<file path="config.mk">
export PLATFORM = sky130hd
export DESIGN_NAME = jtag_dr_bank
export DESIGN_NICKNAME = d
export VERILOG_FILES = /design/src/rtl/jtag_dr_bank_pkg.sv /design/src/rtl/jtag_dr_bank_chan.sv /design/src/rtl/jtag_dr_bank.sv
export SDC_FILE = /design/constraint.sdc
export NUM_CORES = 1
export LEC_CHECK = 0
export ABC_AREA = 1
export CELL_PAD_IN_SITES_DETAIL_PLACEMENT = 1
export CELL_PAD_IN_SITES_GLOBAL_PLACEMENT = 2
export CORE_MARGIN = 5
export CORE_UTILIZATION = 28
export CTS_CLUSTER_DIAMETER = 50
export DETAILED_ROUTE_END_ITERATION = 12
export PLACE_DENSITY = 0.89
export SETUP_SLACK_MARGIN = 0.2
export SYNTH_ARGS = -nofsm -noshare
export SYNTH_HDL_FRONTEND = slang
export SYNTH_SLANG_ARGS = --single-unit
</file>
<file path="constraint.sdc">
create_clock -name tck -period 1.7 [get_ports tck]
set_input_delay 0.255 -clock tck [delete_from_list [all_inputs] [get_ports tck]]
set_output_delay 0.255 -clock tck [all_outputs]
set_load 0.05 [all_outputs]
</file>
<file path="src/rtl/jtag_dr_bank_pkg.sv">
// ----------------------------------------------------------------------------
// jtag_dr_bank_pkg
// Shared definitions for the multi-channel JTAG data register bank:
//   - status bit positions at the bottom of the shared shift register
//   - decoded TAP state type (after priority resolution)
//   - helpers for shift register length and opcode extraction
// No ports (package).
// ----------------------------------------------------------------------------
package jtag_dr_bank_pkg;

   // Status bits occupy the low end so they leave on tdo before the payload
   localparam int ST_PEND        = 0;
   localparam int ST_OVR         = 1;
   localparam int SR_STATUS_BITS = 2;

   // Default configuration and its shift register length
   localparam int DEF_DR_LEN = 8;
   localparam int SR_LEN     = DEF_DR_LEN + SR_STATUS_BITS;

   // Upper bounds for the generic opcode extraction helper
   localparam int MAX_IR_LEN   = 32;
   localparam int MAX_OPC_BITS = 1024;

   // One-of TAP state after priority resolution (tlr > capture > shift > update)
   typedef enum logic [2:0] {
      TAP_OTHER   = 3'd0,
      TAP_TLR     = 3'd1,
      TAP_CAPTURE = 3'd2,
      TAP_SHIFT   = 3'd3,
      TAP_UPDATE  = 3'd4
   } tap_st_e;

   // Shift register length for a given payload width
   function automatic int sr_len(input int dr_len);
      return dr_len + SR_STATUS_BITS;
   endfunction

   // Opcode of channel ch out of a zero-extended packed opcode vector
   function automatic logic [MAX_IR_LEN-1:0] opcode_at(
      input logic [MAX_OPC_BITS-1:0] ops,
      input int                      ir_len,
      input int                      ch
   );
      logic [MAX_OPC_BITS-1:0] shifted;
      logic [63:0]             mask;
      shifted = ops >> (ch * ir_len);
      mask    = (64'd1 << ir_len) - 64'd1;
      return shifted[MAX_IR_LEN-1:0] & mask[MAX_IR_LEN-1:0];
   endfunction

endpackage

</file>
<file path="src/rtl/jtag_dr_bank_chan.sv">
// ----------------------------------------------------------------------------
// jtag_dr_chan
// Per-channel holding logic: latched update value, valid/ack handshake and
// sticky overrun flag.
// Ports:
//   tck, trst      clock, async active-low reset
//   tlr            TAP Test-Logic-Reset (clears valid/overrun, keeps data)
//   update         Update-DR addressed to this channel
//   ack            consumer acknowledge
//   clr_ovr        clear-overrun request bit from the shift register
//   payload        shift register payload
//   data_out       held update value
//   valid          unconsumed update present
//   overrun        an update was dropped while valid was pending
// ----------------------------------------------------------------------------
module jtag_dr_chan
   import jtag_dr_bank_pkg::*;
#(
   parameter int DR_LEN = 8
) (
   input  logic              tck,
   input  logic              trst,
   input  logic              tlr,
   input  logic              update,
   input  logic              ack,
   input  logic              clr_ovr,
   input  logic [DR_LEN-1:0] payload,
   output logic [DR_LEN-1:0] data_out,
   output logic              valid,
   output logic              overrun
);

   logic accept;
   logic valid_nx;
   logic overrun_nx;

   // An update lands when the slot is free or is being freed this same cycle
   assign accept = update & (~valid | ack);

   // Next valid / overrun; a dropped update's set beats a same-cycle clear
   always_comb begin
      valid_nx   = valid;
      overrun_nx = overrun;
      if (update) begin
         valid_nx = 1'b1;
      end else if (ack) begin
         valid_nx = 1'b0;
      end else begin
         valid_nx = valid;
      end
      if (update && !accept) begin
         overrun_nx = 1'b1;
      end else if (update && clr_ovr) begin
         overrun_nx = 1'b0;
      end else begin
         overrun_nx = overrun;
      end
   end

   // Channel state registers; TLR drops flags but keeps the last data
   always_ff @(posedge tck or negedge trst) begin
      if (!trst) begin
         data_out <= {DR_LEN{1'b0}};
         valid    <= 1'b0;
         overrun  <= 1'b0;
      end else if (tlr) begin
         data_out <= data_out;
         valid    <= 1'b0;
         overrun  <= 1'b0;
      end else begin
         data_out <= accept ? payload : data_out;
         valid    <= valid_nx;
         overrun  <= overrun_nx;
      end
   end

endmodule

</file>
<file path="src/rtl/jtag_dr_bank.sv">
// ----------------------------------------------------------------------------
// jtag_dr_bank
// NUM_CH JTAG data registers sharing one shift register, each selected by its
// own IR opcode. Shift register layout: [0] pending, [1] overrun / clear-
// overrun, [DR_LEN+1:2] payload. Status leaves tdo first, then payload LSB
// first.
// Ports:
//   tck, trst                 TAP clock, async active-low reset
//   tdi, tdo, tdo_en          serial in, serial out, output enable
//   state_tlr/capturedr/
//   shiftdr/updatedr          TAP state indications
//   ir_reg                    current instruction
//   dr_dataIn                 per-channel capture values (packed)
//   dr_dataOut                per-channel held update values (packed)
//   dr_dataOutValid           per-channel unconsumed update
//   dr_dataOutAck             per-channel consumer acknowledge
//   dr_overrun                per-channel sticky overrun
// ----------------------------------------------------------------------------
module jtag_dr_bank
   import jtag_dr_bank_pkg::*;
#(
   parameter int                       IR_LEN     = 4,
   parameter int                       DR_LEN     = 8,
   parameter int                       NUM_CH     = 2,
   parameter logic [NUM_CH*IR_LEN-1:0] IR_OPCODES = {4'h2, 4'h1}
) (
   input  logic                     tck,
   input  logic                     trst,
   input  logic                     tdi,
   output logic                     tdo,
   output logic                     tdo_en,
   input  logic                     state_tlr,
   input  logic                     state_capturedr,
   input  logic                     state_shiftdr,
   input  logic                     state_updatedr,
   input  logic [IR_LEN-1:0]        ir_reg,
   input  logic [NUM_CH*DR_LEN-1:0] dr_dataIn,
   output logic [NUM_CH*DR_LEN-1:0] dr_dataOut,
   output logic [NUM_CH-1:0]        dr_dataOutValid,
   input  logic [NUM_CH-1:0]        dr_dataOutAck,
   output logic [NUM_CH-1:0]        dr_overrun
);

   localparam int SRL = sr_len(DR_LEN);

   logic [MAX_OPC_BITS-1:0] opc_ext;
   logic [NUM_CH-1:0]       match;
   logic [NUM_CH-1:0]       sel_onehot;
   logic                    sel_hit;
   tap_st_e                 tap_st;
   logic [DR_LEN-1:0]       cap_payload;
   logic                    cap_pend;
   logic                    cap_ovr;
   logic [SRL-1:0]          sr;
   logic [SRL-1:0]          sr_cap;

   assign opc_ext = MAX_OPC_BITS'(IR_OPCODES);

   // Raw opcode compare for every channel
   always_comb begin
      match = {NUM_CH{1'b0}};
      for (int i = 0; i < NUM_CH; i++) begin
         match[i] = (opcode_at(opc_ext, IR_LEN, i) == MAX_IR_LEN'(ir_reg));
      end
   end

   // Priority select: lowest matching index wins on duplicate opcodes
   always_comb begin
      logic taken;
      taken      = 1'b0;
      sel_onehot = {NUM_CH{1'b0}};
      for (int i = 0; i < NUM_CH; i++) begin
         sel_onehot[i] = match[i] & ~taken;
         taken         = taken | match[i];
      end
   end

   assign sel_hit = |match;
   assign tdo_en  = sel_hit;

   // Resolve TAP state inputs into one state, tlr > capture > shift > update
   always_comb begin
      tap_st = TAP_OTHER;
      if (state_tlr) begin
         tap_st = TAP_TLR;
      end else if (state_capturedr) begin
         tap_st = TAP_CAPTURE;
      end else if (state_shiftdr) begin
         tap_st = TAP_SHIFT;
      end else if (state_updatedr) begin
         tap_st = TAP_UPDATE;
      end else begin
         tap_st = TAP_OTHER;
      end
   end

   // AND-OR mux of the selected channel's capture value and status
   always_comb begin
      cap_payload = {DR_LEN{1'b0}};
      cap_pend    = 1'b0;
      cap_ovr     = 1'b0;
      for (int i = 0; i < NUM_CH; i++) begin
         cap_payload = cap_payload |
                       (dr_dataIn[i*DR_LEN +: DR_LEN] & {DR_LEN{sel_onehot[i]}});
         cap_pend    = cap_pend | (dr_dataOutValid[i] & sel_onehot[i]);
         cap_ovr     = cap_ovr  | (dr_overrun[i]      & sel_onehot[i]);
      end
   end

   // Capture word layout: payload above the two status bits
   always_comb begin
      sr_cap             = {SRL{1'b0}};
      sr_cap[SRL-1:2]    = cap_payload;
      sr_cap[ST_OVR]     = cap_ovr;
      sr_cap[ST_PEND]    = cap_pend;
   end

   // Shared shift register; capture/shift only act for a selected channel
   always_ff @(posedge tck or negedge trst) begin
      if (!trst) begin
         sr <= {SRL{1'b0}};
      end else begin
         case (tap_st)
            TAP_TLR:     sr <= {SRL{1'b0}};
            TAP_CAPTURE: sr <= sel_hit ? sr_cap : sr;
            TAP_SHIFT:   sr <= sel_hit ? {tdi, sr[SRL-1:1]} : sr;
            default:     sr <= sr;
         endcase
      end
   end

   assign tdo = sel_hit & sr[ST_PEND];

   for (genvar g = 0; g < NUM_CH; g++) begin : g_chan
      jtag_dr_chan #(
         .DR_LEN (DR_LEN)
      ) u_chan (
         .tck      (tck),
         .trst     (trst),
         .tlr      (state_tlr),
         .update   ((tap_st == TAP_UPDATE) & sel_onehot[g]),
         .ack      (dr_dataOutAck[g]),
         .clr_ovr  (sr[ST_OVR]),
         .payload  (sr[SRL-1:2]),
         .data_out (dr_dataOut[g*DR_LEN +: DR_LEN]),
         .valid    (dr_dataOutValid[g]),
         .overrun  (dr_overrun[g])
      );
   end

endmodule

</file>
# Word level (Yosys, flattened, before mapping)
# Index checks and enable logic that the tools add are counted.
# totals
ff_bits	30
out_inout_bits	22
elab_cells	70
# op_classes
n_eq_ne	8
muxes	19
n_bitwise	21
n_reduce_logical	15
# ops
operator	n
one-hot mux 10 bit (3 select lines)	1
2-to-1 mux 10 bit	2
AND 8 bit	2
nonzero test 3 bit	5
2-to-1 mux 1 bit	12
2-to-1 mux 3 bit	4
AND 1 bit	10
OR 8 bit	1
== test 3 x 2 -> 1 bit (second input constant)	2
== test 1 x 4 -> 1 bit (first input constant)	1
== test 2 x 4 -> 1 bit (first input constant)	1
logical AND 1 bit	4
inequality test 2 bit (second input constant)	2
NOT 1 bit	4
OR 1 bit	4
AND reduction 2 bit	2
== test 3 x 1 -> 1 bit (second input constant)	1
== test 3 bit (second input constant)	1
AND reduction 3 bit	1
logical NOT 1 bit	2
OR reduction 2 bit	1

# Longest topological paths before layout
# depth
word_depth	11
mapped_depth	9

# Hierarchy
# From an unflattened synthesis, not the netlist that was laid out.
# hier_totals
hier_cells	225
area_unflattened_um2	1712.9
# modules_own_cells
module	n_inst	cells_each	area_per_inst_um2
jtag_dr_chan	2	49	445.4
jtag_dr_bank	1	127	822.0

# Worst setup path before layout
# Ideal clock, no wire load.
# synth_path
kind	input port to output port
startpoint	input port ir_reg[3]
endpoint	output port tdo
arrival_time_ns	1.667
slack_ns	-0.222
stages	3
n_path_buf	0
cell_sequence	nor2_1 > nand2_1 > a21boi_0
# synth_via
elab_chain_cells	3
elab_cells_between_ends	4
classes_between	eq/ne: 2; bitwise: 1; reduce/logical: 1
# synth_lines
item	line	source
from (decl)	jtag_dr_bank.sv:36	input logic [IR_LEN-1:0] ir_reg,
== test 2 x 4 -> 1 bit / == test 1 x 4 -> 1 bit (equally long branches)	jtag_dr_bank.sv:63	match[i] = (opcode_at(opc_ext, IR_LEN, i) == MAX_IR_LEN'(ir_reg));
OR reduction 2 bit (*)	jtag_dr_bank.sv:78	assign sel_hit = |match;
AND 1 bit (*)	jtag_dr_bank.sv:132	assign tdo = sel_hit & sr[ST_PEND];
to (decl)	jtag_dr_bank.sv:30	output logic tdo,
# Every way passes the cells marked *; elsewhere a longest branch is shown, timed or not.

# Worst setup path after layout
# layout_path
startpoint	input port ir_reg[1]
endpoint	output port tdo
# The elaborated chain is that of the path after synthesis.

==> impl_metrics.sql <==
INSERT INTO impl_metrics (metric_group, metric, value, unit) VALUES
('clock_network', 'tritoncts', 'done', ''),
('synthesis', 'synth.area.top_cells', 'sky130_fd_sc_hd__dfrtp_1 46%, sky130_fd_sc_hd__nand2_1 22%, sky130_fd_sc_hd__o21ai_2 8.5%', ''),
('floorplan', 'pin_count', '51', ''),
('synthesis', 'postSynth.topFlopCell', 'sky130_fd_sc_hd__dfrtp_1', ''),
('final_layout', 'layout.nets', '302', ''),
('worst_setup_path', 'critical_path.top_delay_family', 'buffers and inverters', ''),
('place', 'portBuffers', '50', ''),
('run_status', 'run_status', 'finished, final reports clean', ''),
('global_routing', 'gr-usage-all-layers', '0.1408', ''),
('synthesis', 'yosys_warnings', '0', ''),
('worst_setup_path', 'timing.critical_path.slowest_cell_delay', '0.24', 'ns'),
('worst_setup_path', 'worst-path-buf-inv', '3', ''),
('timing', 'clock.fmax', '0.7234', 'GHz'),
('worst_setup_path', 'timing.reg2reg.worst_path_depth', '6', ''),
('place', 'place_area', '0.002238', 'mm²'),
('pwr', 'irDropWorstVdd', '0.3220', 'mV'),
('global_routing', 'grt_pass1_vias', '1719', ''),
('timing', 'min_period', '1.382', 'ns'),
('synthesis', 'post_synth_inst_count', '211', ''),
('floorplan', 'die_h', '86.72', 'µm'),
('worst_setup_path', 'worstSetupEndpointType', 'output port', ''),
('clock_network', 'ctsRootBufferMaster', 'sky130_fd_sc_hd__clkbuf_8', ''),
('clock_network', 'cts.sinks', '30', ''),
('clock_network', 'clkSlewWorstSetupHoldPaths', '0.06', 'ns'),
('floorplan', 'floorplan.initialDensity', '0.2833', ''),
('timing', 'count_of_endpoints_failing_setup_in_the_final_report', '0', ''),
('worst_setup_path', 'critPathLaunchType', 'primary input', ''),
('global_routing', 'overflow', '0', ''),
('global_routing', 'antenna_found_initial', '0', ''),
('final_layout', 'finish.instance_area', '0.002357', 'mm²'),
('drt', 'num_vias', '1601', ''),
('synthesis', 'mean_area_per_synthesized_cell', '7.810', 'µm²'),
('pwr', 'power.static_leakage', '1.201', 'nW'),
('place', 'place_hpwl', '3.578', 'mm'),
('worst_setup_path', 'worst-setup-path-type', 'primary input to output port', ''),
('drt', 'ant_nets', '0', ''),
('worst_setup_path', 'endpoint_of_the_worst_slack_reg_to_reg_timing_path', 'g_chan[1].u_chan.data_out[2]', ''),
('floorplan', 'floorplan.rows', '28', ''),
('timing', 'actual_transition_at_the_worst_max_transition_pin', '0.4086', 'ns'),
('synthesis', 'synth.most_common_cell', 'sky130_fd_sc_hd__nand2_1', ''),
('drt', 'wl_per_cell', '13.71', 'µm'),
('final_layout', 'fill_cells', '725', ''),
('drt', 'drtIter0Drc', '38', ''),
('worst_setup_path', 'crit_chain', 'dlygate4sd2_1, inv_1, nor2_2, nand2_2, a21boi_2, buf_12', ''),
('synthesis', 'seq_area_frac_synth', '0.4556', ''),
('drt', 'post_drt_via_cell_ratio', '4.601', ''),
('worst_setup_path', 'ff2ff_setup_slack', '0.51', 'ns'),
('synthesis', 'yosys-top-cells-count', '95 x sky130_fd_sc_hd__nand2_1, 30 x sky130_fd_sc_hd__dfrtp_1, 24 x sky130_fd_sc_hd__nand3_1, 16 x sky130_fd_sc_hd__inv_1, 16 x sky130_fd_sc_hd__o21ai_2', ''),
('synthesis', 'synth_top_area_share', '0.4556', ''),
('place', 'place_congestion', '0.7382', ''),
('synthesis', 'syn-cell-area', '0.001648', 'mm²'),
('final_layout', 'instances_no_fill', '348', ''),
('worst_setup_path', 'cp.arrival', '1.13', 'ns'),
('final_layout', 'drive_above_1_share', '0.2711', ''),
('synthesis', 'synth_fp_nets', '240', ''),
('synthesis', 'synth-async-reset-ratio', '1.000', ''),
('clock_network', 'cts_hold_buffers_added', '0', ''),
('drt', 'firstDrtPassIters', '4', ''),
('final_layout', 'antennaDiodeCount', '0', ''),
('global_routing', 'first_pass_grt_wire_length', '8.286', 'mm'),
('synthesis', 'synth_top_cell_by_area', 'sky130_fd_sc_hd__dfrtp_1', ''),
('floorplan', 'core_area', '0.005816', 'mm²'),
('clock_network', 'ctsHtreeMaxLevel', '2', ''),
('place', 'place.detailed.instances', '337', ''),
('timing', 'hold_violation_count_in_the_final_report', '0', ''),
('worst_setup_path', 'timing.rr.start', 'g_chan[1].u_chan.valid', ''),
('timing', 'timing.final.max_slew_violations', '0', ''),
('flow_run', 'drv.max_cap_violation_count', '0', ''),
('synthesis', 'synth-seq-cells', '30', ''),
('timing', 'max_slew_margin', '0.7276', ''),
('clock_network', 'clock_insertion_delay_worst_skew', '0.28', 'ns');
==> placed cells by master (no fill, tap or decap) <==
| cell | netlist | routed |
|---|---|---|
| sky130_fd_sc_hd__nor2_4 | 0 | 1 |
| sky130_fd_sc_hd__clkbuf_1 | 0 | 2 |
| sky130_fd_sc_hd__nor2_2 | 2 | 4 |
| sky130_fd_sc_hd__buf_12 | 0 | 3 |
| sky130_fd_sc_hd__nand3_1 | 24 | 24 |
| sky130_fd_sc_hd__nor2_1 | 5 | 2 |
| sky130_fd_sc_hd__nor2_8 | 1 | 1 |
| sky130_fd_sc_hd__o21ai_0 | 4 | 4 |
| sky130_fd_sc_hd__buf_4 | 4 | 34 |
| sky130_fd_sc_hd__o21ai_2 | 16 | 16 |
| sky130_fd_sc_hd__clkbuf_8 | 0 | 5 |
| sky130_fd_sc_hd__dfrtp_1 | 30 | 30 |
| sky130_fd_sc_hd__clkdlybuf4s50_1 | 0 | 24 |
| sky130_fd_sc_hd__nand3_4 | 2 | 2 |
| sky130_fd_sc_hd__a21oi_2 | 1 | 1 |
| sky130_fd_sc_hd__inv_2 | 2 | 2 |
| sky130_fd_sc_hd__nand2_2 | 1 | 3 |
| sky130_fd_sc_hd__nand2_4 | 1 | 1 |
| sky130_fd_sc_hd__inv_1 | 16 | 16 |
| sky130_fd_sc_hd__a21boi_2 | 0 | 1 |
| sky130_fd_sc_hd__nand2_1 | 95 | 93 |
| sky130_fd_sc_hd__dlygate4sd2_1 | 0 | 4 |
==> power by group <==
part / leakage (nW) / internal (mW) / switching, mW
clock network: 0.0383 / 0.281 / 0.257
logic: 0.745 / 0.107 / 0.127
registers: 0.418 / 0.723 / 0.00675
total: 1.20 / 1.11 / 0.391
==> flip-flops by register name, indices dropped and copies added, names as in the netlist <==
register / cells
g_chan.u_chan.data_out: 16
g_chan.u_chan.valid: 2
sr: 10
g_chan.u_chan.overrun: 2
==> through the flow <==
step	worst slack, ns	utilization	setup TNS, ns	total power, mW	hold slack, ns
final	0.3176	0.4053	0	1.503	0.3701
after global routing	0.2302	0.4053	0	1.584	0.4127
after CTS	0.3143	0.4053	0	1.522	0.3884
after detailed placement	-0.08712	0.3849	-1.605	0.9752	0.4718
after global placement	-0.02826	0.3849	-0.2066	0.9717	0.4665
after floorplan	0.3076	-	0	0.8324	-0.04059
==> worst max path at each step <==
| stage | startpoint | end | slack [ns] | depth (start not counted) |
|---|---|---|---|---|
| after floorplan | ir_reg[3] | sr[0] | 0.31 | 6 |
| after global placement | ir_reg[3] | sr[8] | -0.03 | 8 |
| after detailed placement | ir_reg[3] | sr[6] | -0.09 | 8 |
| after CTS | ir_reg[1] | tdo | 0.31 | 6 |
| after global routing | state_shiftdr | g_chan[0].u_chan.data_out[5] | 0.23 | 7 |
| final | ir_reg[1] | tdo | 0.32 | 6 |
==> routing by layer <==
layer	global-route usage	vias up	routed length, µm
li1	-	777	-
met1	0.1737	784	2094
met2	0.2469	33	2407
met3	0.02757	7	202
met4	0.04249	0	65
met5	0	-	0
==> cell families after synthesis <==
kind of cell / share of synthesized area
AO/OA/AOI/OAI: 0.1071
buffers and inverters: 0.08505
flip-flops: 0.4556
AND/OR/NAND/NOR: 0.3523
==> cell type report <==
class | count | area (µm²) | share of cell area
tap | 75 | 93.84 | 0.03981
timing repair buffer | 65 | 590.6 | 0.2505
multi-input combinational | 153 | 778.2 | 0.3301
sequential | 30 | 750.7 | 0.3185
clock buffer | 7 | 76.32 | 0.03238
inverter | 18 | 67.56 | 0.02866
==> what timing repair did <==
item	CTS	global route
resized for setup	10	0
buffers inserted	4	0
setup endpoints to repair	3	0
==> worst reg2reg max path: stages (launching register included) <==
cell and delay [ns]:
sky130_fd_sc_hd__dfrtp_1 0.40, sky130_fd_sc_hd__inv_1 0.06, sky130_fd_sc_hd__nor2_1 0.04, sky130_fd_sc_hd__inv_1 0.12, sky130_fd_sc_hd__nand3_4 0.23, sky130_fd_sc_hd__nand2_1 0.16
sky130_fd_sc_hd__o21ai_2 0.06
No activity file was read; power rests on OpenSTA's default activity.
